==> config.mk <==
export PLATFORM = sky130hd
export DESIGN_NAME = key_schedule_simon_ti
export DESIGN_NICKNAME = d
export VERILOG_FILES = /design/src/rtl/key_schedule_simon_ti.sv
export SDC_FILE = /design/constraint.sdc
export NUM_CORES = 1
export LEC_CHECK = 0
export CAP_MARGIN = 10
export CORE_UTILIZATION = 35
export DETAILED_ROUTE_END_ITERATION = 10
export SLEW_MARGIN = 30
export SYNTH_ARGS = -nofsm -noshare
export SYNTH_HDL_FRONTEND = slang
export SYNTH_SLANG_ARGS = --single-unit
export TNS_END_PERCENT = 30
==> constraint.sdc <==
create_clock -name clk -period 14.6 [get_ports clk]
set_clock_uncertainty 0.15 [all_clocks]
set_input_delay 4.38 -clock clk [delete_from_list [all_inputs] [get_ports clk]]
set_output_delay 4.38 -clock clk [all_outputs]
set_load 0.02 [all_outputs]
==> src/rtl/key_schedule_simon_ti.sv <==
// Bit-serial 3-share Simon128/128 key expansion.
// Shares are expanded independently; only share a sees the round constant.
module key_schedule_simon_ti #(
  parameter int          WORD_SIZE = 64,
  parameter int          ROUNDS    = 68,
  parameter logic [61:0] Z_SEQ     =
    62'b10101111011100000011010010011000101000010001111110010110110011
) (
  input  logic       clk,
  input  logic       rst_n,
  input  logic       key_ina,
  input  logic       key_inb,
  input  logic       key_inc,
  input  logic [1:0] key_rdy,
  output logic       key_outa,
  output logic       key_outb,
  output logic       key_outc,
  output logic [6:0] round_num,
  output logic       round_counter,
  output logic [5:0] bit_idx,
  output logic       done
);

  localparam int          W        = WORD_SIZE;
  localparam logic [5:0]  LAST_BIT = 6'(W - 1);
  localparam logic [6:0]  LAST_RND = 7'(ROUNDS - 1);
  localparam logic [5:0]  T3_WRAP  = 6'(W - 3);
  localparam logic [5:0]  T4_WRAP  = 6'(W - 4);

  // cur holds k_r being emitted, nxt holds k_{r+1}; both shift LSB-first
  logic [W-1:0] cur [3];
  logic [W-1:0] nxt [3];
  logic [3:0]   lo  [3];
  logic [61:0]  zr;

  logic [2:0] kin;
  logic [2:0] newb;
  logic [2:0] t3;
  logic [2:0] t4;
  logic       cbit;
  logic       run;

  assign kin           = {key_inc, key_inb, key_ina};
  assign round_counter = round_num[0];
  assign run           = rst_n && (key_rdy == 2'd3) && !done;
  assign key_outa      = run & cur[0][0];
  assign key_outb      = run & cur[1][0];
  assign key_outc      = run & cur[2][0];

  // c ^ z_i at bit j: bit0 = z_i, bit1 = 0, all others 1
  always_comb begin
    cbit = 1'b1;
    if (bit_idx == 6'd0)
      cbit = zr[61];
    else if (bit_idx == 6'd1)
      cbit = 1'b0;
  end

  // Taps past the word end come from the saved low nibble of k_{r+1}
  always_comb begin
    t3   = '0;
    t4   = '0;
    newb = '0;
    for (int s = 0; s < 3; s++) begin
      t3[s] = (bit_idx < T3_WRAP) ? nxt[s][3]
            : lo[s][2'(bit_idx - T3_WRAP)];
      t4[s] = (bit_idx < T4_WRAP) ? nxt[s][4]
            : lo[s][2'(bit_idx - T4_WRAP)];
      newb[s] = cur[s][0] ^ t3[s] ^ t4[s]
              ^ ((s == 0) ? cbit : 1'b0);
    end
  end

  always_ff @(posedge clk) begin
    if (!rst_n) begin
      for (int s = 0; s < 3; s++) begin
        cur[s] <= '0;
        nxt[s] <= '0;
        lo[s]  <= '0;
      end
      bit_idx   <= '0;
      round_num <= '0;
      done      <= 1'b0;
      zr        <= Z_SEQ;
    end else begin
      unique case (key_rdy)
        2'd0: begin
          bit_idx   <= '0;
          round_num <= '0;
          done      <= 1'b0;
          zr        <= Z_SEQ;
        end
        2'd1: begin
          bit_idx   <= '0;
          round_num <= '0;
          done      <= 1'b0;
          zr        <= Z_SEQ;
          for (int s = 0; s < 3; s++) begin
            cur[s] <= {nxt[s][0], cur[s][W-1:1]};
            nxt[s] <= {kin[s], nxt[s][W-1:1]};
          end
        end
        2'd2: begin
        end
        2'd3: begin
          if (!done) begin
            for (int s = 0; s < 3; s++) begin
              cur[s] <= {nxt[s][0], cur[s][W-1:1]};
              nxt[s] <= {newb[s], nxt[s][W-1:1]};
              if (bit_idx == 6'd0)
                lo[s] <= nxt[s][3:0];
            end
            if (bit_idx == LAST_BIT) begin
              bit_idx <= '0;
              if (round_num == LAST_RND) begin
                done <= 1'b1;
              end else begin
                round_num <= round_num + 7'd1;
                zr        <= {zr[60:0], zr[61]};
              end
            end else begin
              bit_idx <= bit_idx + 6'd1;
            end
          end
        end
      endcase
    end
  end

endmodule

Word-level counts from Yosys, hierarchy flattened
Memories as Yosys holds them, arrays and structs flattened.
Cells that the tools add are included.
Operators by class
  add/subtract/negate cells: 4
  order comparisons: 4
  equal/unequal tests: 8
  multiplexer cells: 63
  bitwise gates (word level): 25
  reduce and logical (&&, ||, !) cells: 9
Operators by type and width (number)
  $mux W64: 12
  $mux W62: 3
  $pmux W62 S2: 1
  $mux W1: 30
  $mux W7: 3
  $or A1 B1 Y1: 15
  $pmux W7 S2: 1
  $bmux W1 S2: 6
  $lt A6 B6 Y1 const B: 2
  $mux W4: 3
  $mux W6: 2
  $pmux W6 S2: 1
  $add A7 B1 Y7 const B: 1
  $eq A7 B7 Y1 const B: 1
  $xor A1 B1 Y1: 7
  $add A6 B1 Y6 const B: 1
  $eq A6 B1 Y1 const B: 1
  $eq A6 B6 Y1 const B: 1
  $logic_not A6 Y1: 1
  $lt A2 B3 Y1 const B: 2
  $ne A2 B2 Y1 const B: 2
  $reduce_and A4 Y1: 1
  $sub A2 B1 Y2 const B: 2
  $and A1 B1 Y1: 3
  10 further kinds: 11
Word-level totals
  flip-flop bits (word level): 76
  RAM bits: 396
  bits of input ports: 7
  memories kept: 3
Memory list
  cur: words 3, width 64, rd ports 3, clocked after memory_dff 0, write ports 3, RTL line 31  | logic [W-1:0] cur [3];
  nxt: words 3, width 64, rd ports 3, clocked after memory_dff 0, write ports 3, RTL line 32  | logic [W-1:0] nxt [3];
  lo: words 3, width 4, rd ports 3, clocked after memory_dff 0, write ports 3, RTL line 33  | logic [3:0] lo [3];

Depth between registers and ports, before layout
  depth after elaboration: 8
  gate-level depth with buffers: 8
  gate-level depth less buffers: 7

Worst setup path before layout
OpenSTA, ideal clock, no wires.
  kind: input to register
  start point: input port rst_n
  end point: memory cur[0][0] (netlist bit) (enable)
  setup time: 2.798 ns
  data arrival time: 11.050 ns
  path slack: 0.602 ns
  stages: 3
  buffers on the path: 2
  cells stage by stage: clkbuf_1 -> clkbuf_1 -> nand2_1
RTL lines
  start, declared: RTL line 10  | input logic rst_n,
  end, declared: RTL line 31

Final worst setup path
  start point: input port rst_n
  end point: output port key_outb
Between the ends
  word-level cells in the longest chain between the ends: 3
Ends and longest elaborated chain
  $logic_and A1 B1 Y1 (2 in a row): RTL line 45  | assign run = rst_n && (key_rdy == 2'd3) && !done;
  $and A1 B1 Y1: RTL line 47  | assign key_outb = run & cur[1][0];
  end, declared: RTL line 16  | output logic key_outb,
No other way between the ends.

==> results.md <==
* Port Buf Inserts at 24
* Worst min-delay path class: reg -> reg
* Worst path most repeated cell: clkdlybuf4s50_1
* Area of the multi-input gates at 0.00430 mm^2
* Mean Syn Cell Area at 14.4 um^2
* Via density at 4.49
* Tmin final at 11.27 ns
* DRC at 0
* Yosys warns at 0
* Crit-path cells: clkdlybuf4s50_1 -> buf_4 -> nand2_1 -> nor2_1 -> and2_1 -> clkdlybuf4s50_1
* Top-count cell post-synth: and2_1
* Top Ports at 25
* Asr flop ratio synth at 0
* Register bit total from synthesis at 472
* DRT Pass-1 Iters at 5
* Top cells by area, synth: edfxtp_1, and2_1, dfxtp_1
* Drt wl/cell at around 13 um
* Horiz. Die Dim at 229 um
* Share of cells above drive strength 1 at 0.0709
* CTS Sinks at between 400 and 500
* Required time worst endpoint at 10.07 ns
* Ys flop type: edfxtp_1
* Post-DP Area at 0.0189 mm^2
* CP max FO at 61
* Reg clk slew, reported paths at roughly 0.06 ns
* P_leak at 7.58 nW
* Htree depth at 2
* Final nets at 1276
* Share of the synthesized area in the top cell type at 0.661
* First-pass GRT wire length at 45000 um
* Crit path DAT at 6.74 ns
* Final Cell Area at 0.0204 mm^2
* Clk_lat worst skew at 0.57 ns
* Status: finished, final reports clean
* Core Region at 0.0505 mm^2
* Slew HR at 0.424
* Initial antenna violation count at 0
* Syn_nets at around 1.3k
* Hold Worst Slack at slightly above 0.3 ns
* Fin crit share at 0.772
* Worst path max stage delay at 0.60 ns
* Worst-Margin Slew at 0.864 ns
* Fin util at 0.405
* Post-Layout Cell Count at 1970
* Fillers at 4697
* Hold Buf Count CTS at 0
* Synth cell count leaders: and2_1, edfxtp_1, dfxtp_1
* Post-synth EDFFs at around 400
* Vias in the first global route at 8500
* Critical Path Sink Type: output pin
* Worst vdd ir at 0.0784 mV
* Slew Viols, Final at 0
* Setup bufs post-CTS at 0
* Die height at approximately 230 um
* Register area at between 0.01 and 0.015 mm^2
* Dominant cell type by area after synthesis: edfxtp_1
* Final TNS setup at 0 ns
* Hpwl dp at about 13000 um
* P&R area growth vs syn at 13.5%
* Startpoint Class: input port
* Max Cap Viol at 0
* Detail Route Antenna Nets at 0
* Post-cts sizing count at 0
* Placement Setup Slack at about 3.3 ns
* Antenna diodes at 0
* Unrepaired setup endpoints after global routing: false
* Iteration-0 DRC Markers at 685
* Crit path max-delay family: buffers and inverters
* Fmax at 88.8 MHz
* Pin count of the biggest net entering global routing at 148
* Critical path buffers and inverters at 3
* Global Route Usage Sum at 0.103
* Setup Crit Path Kind: in -> out
* Clock root cell: clkbuf_16
* RD Place Congestion at 0.740
* Post-Synthesis Cells at 1250
* Post-synthesis sequential area ratio at 0.745
* Mapped Area at 0.0180 mm^2
* Total number of vias at 8844
* Final number of hold-violating endpoints at 0
* Routed WL at 26300 um
* Grt total ovfl at 0
* Clock buffer depth at 3
* Worst setup margin at 3.33 ns
* CTS tree: yes
* Total CTS buffers at 50
* Worst path slowest cell: clkdlybuf4s50_1
* Tot Pwr at 2.82 mW
* Netlist cell types at 41
* Row cnt at 82
* Die area at 0.0523 mm^2
* Power Dens Cells at 138 mW/mm^2
* Initial Utilization at 0.357
* DP Cell Count at 1884
* Final setup fails at 0
[layout make-up]
type / count / area share
timing repair buffer: 36 / 0.0171
clock buffer: 61 / 0.0633
clock inverter: 25 / 0.0104
tap: 672 / 0.0412
sequential: 472 / 0.657
inverter: 5 / 0.000919
multi-input combinational: 699 / 0.210
[worst register-to-register path: cells and delay by family, from the launching register on]
kind / cells / cell delay, ns
AND/OR/NAND/NOR: 3 / 0.77
buffers and inverters: 2 / 1.52
flip-flops: 1 / 0.38
[registers in the layout, summed over array words and instances, names as in the netlist]
name       count
zr            62
lo            12
nxt          192
done           1
bit_idx        6
round_num      7
cur          192
[kinds of logic (layout without fill, tap and decap cells)]
family                   after synthesis  in the layout  synth area share
AO/OA/AOI/OAI                         80             80            0.0313
XOR/XNOR                              11             11           0.00535
adder cells (fa/ha/maj)                5              5           0.00348
buffers and inverters                 79            127            0.0172
flip-flops                           472            472             0.745
multiplexers                          11             11            0.0103
AND/OR/NAND/NOR                      592            592             0.187
[layer usage]
metal,GRT usage,vias up,share of wire
met2,0.136,121,0.41
met4,0.0367,0,0.024
li1,-,4368,-
met3,0.0266,45,0.041
met5,0,-,0
met1,0.160,4310,0.53
[path summary, 6_finish.rpt]
path | from | to | slack [ns] | depth (start not counted)
min | zr[28] | zr[28] | 0.31 | 2
max reg2reg | done | cur[0][191] | 11.31 | 5
min reg2reg | zr[28] | zr[28] | 0.31 | 2
max | rst_n | key_outb | 3.33 | 6
[layout by cell type (no fill, tap or decap), types with 6 or more instances in the layout]
cell             count
clkbuf_16           50
buf_4                7
clkinv_1             9
clkinv_2             7
clkbuf_1            11
dfxtp_1             76
clkdlybuf4s50_1     24
mux4_2               6
a21boi_0            30
and2_1             401
xor2_1               6
nor2_1              33
edfxtp_1           396
nand3_1             48
o21ai_0             27
nand2_1             71
nor3_1              23
[report_power, final]
group	internal [mW]	switching (mW)	leakage [nW]
clock	0.680	0.493	0.733
sequential	1.54	0.0205	5.00
combinational	0.0309	0.0636	1.84
No activity file was read; power rests on OpenSTA's default activity.
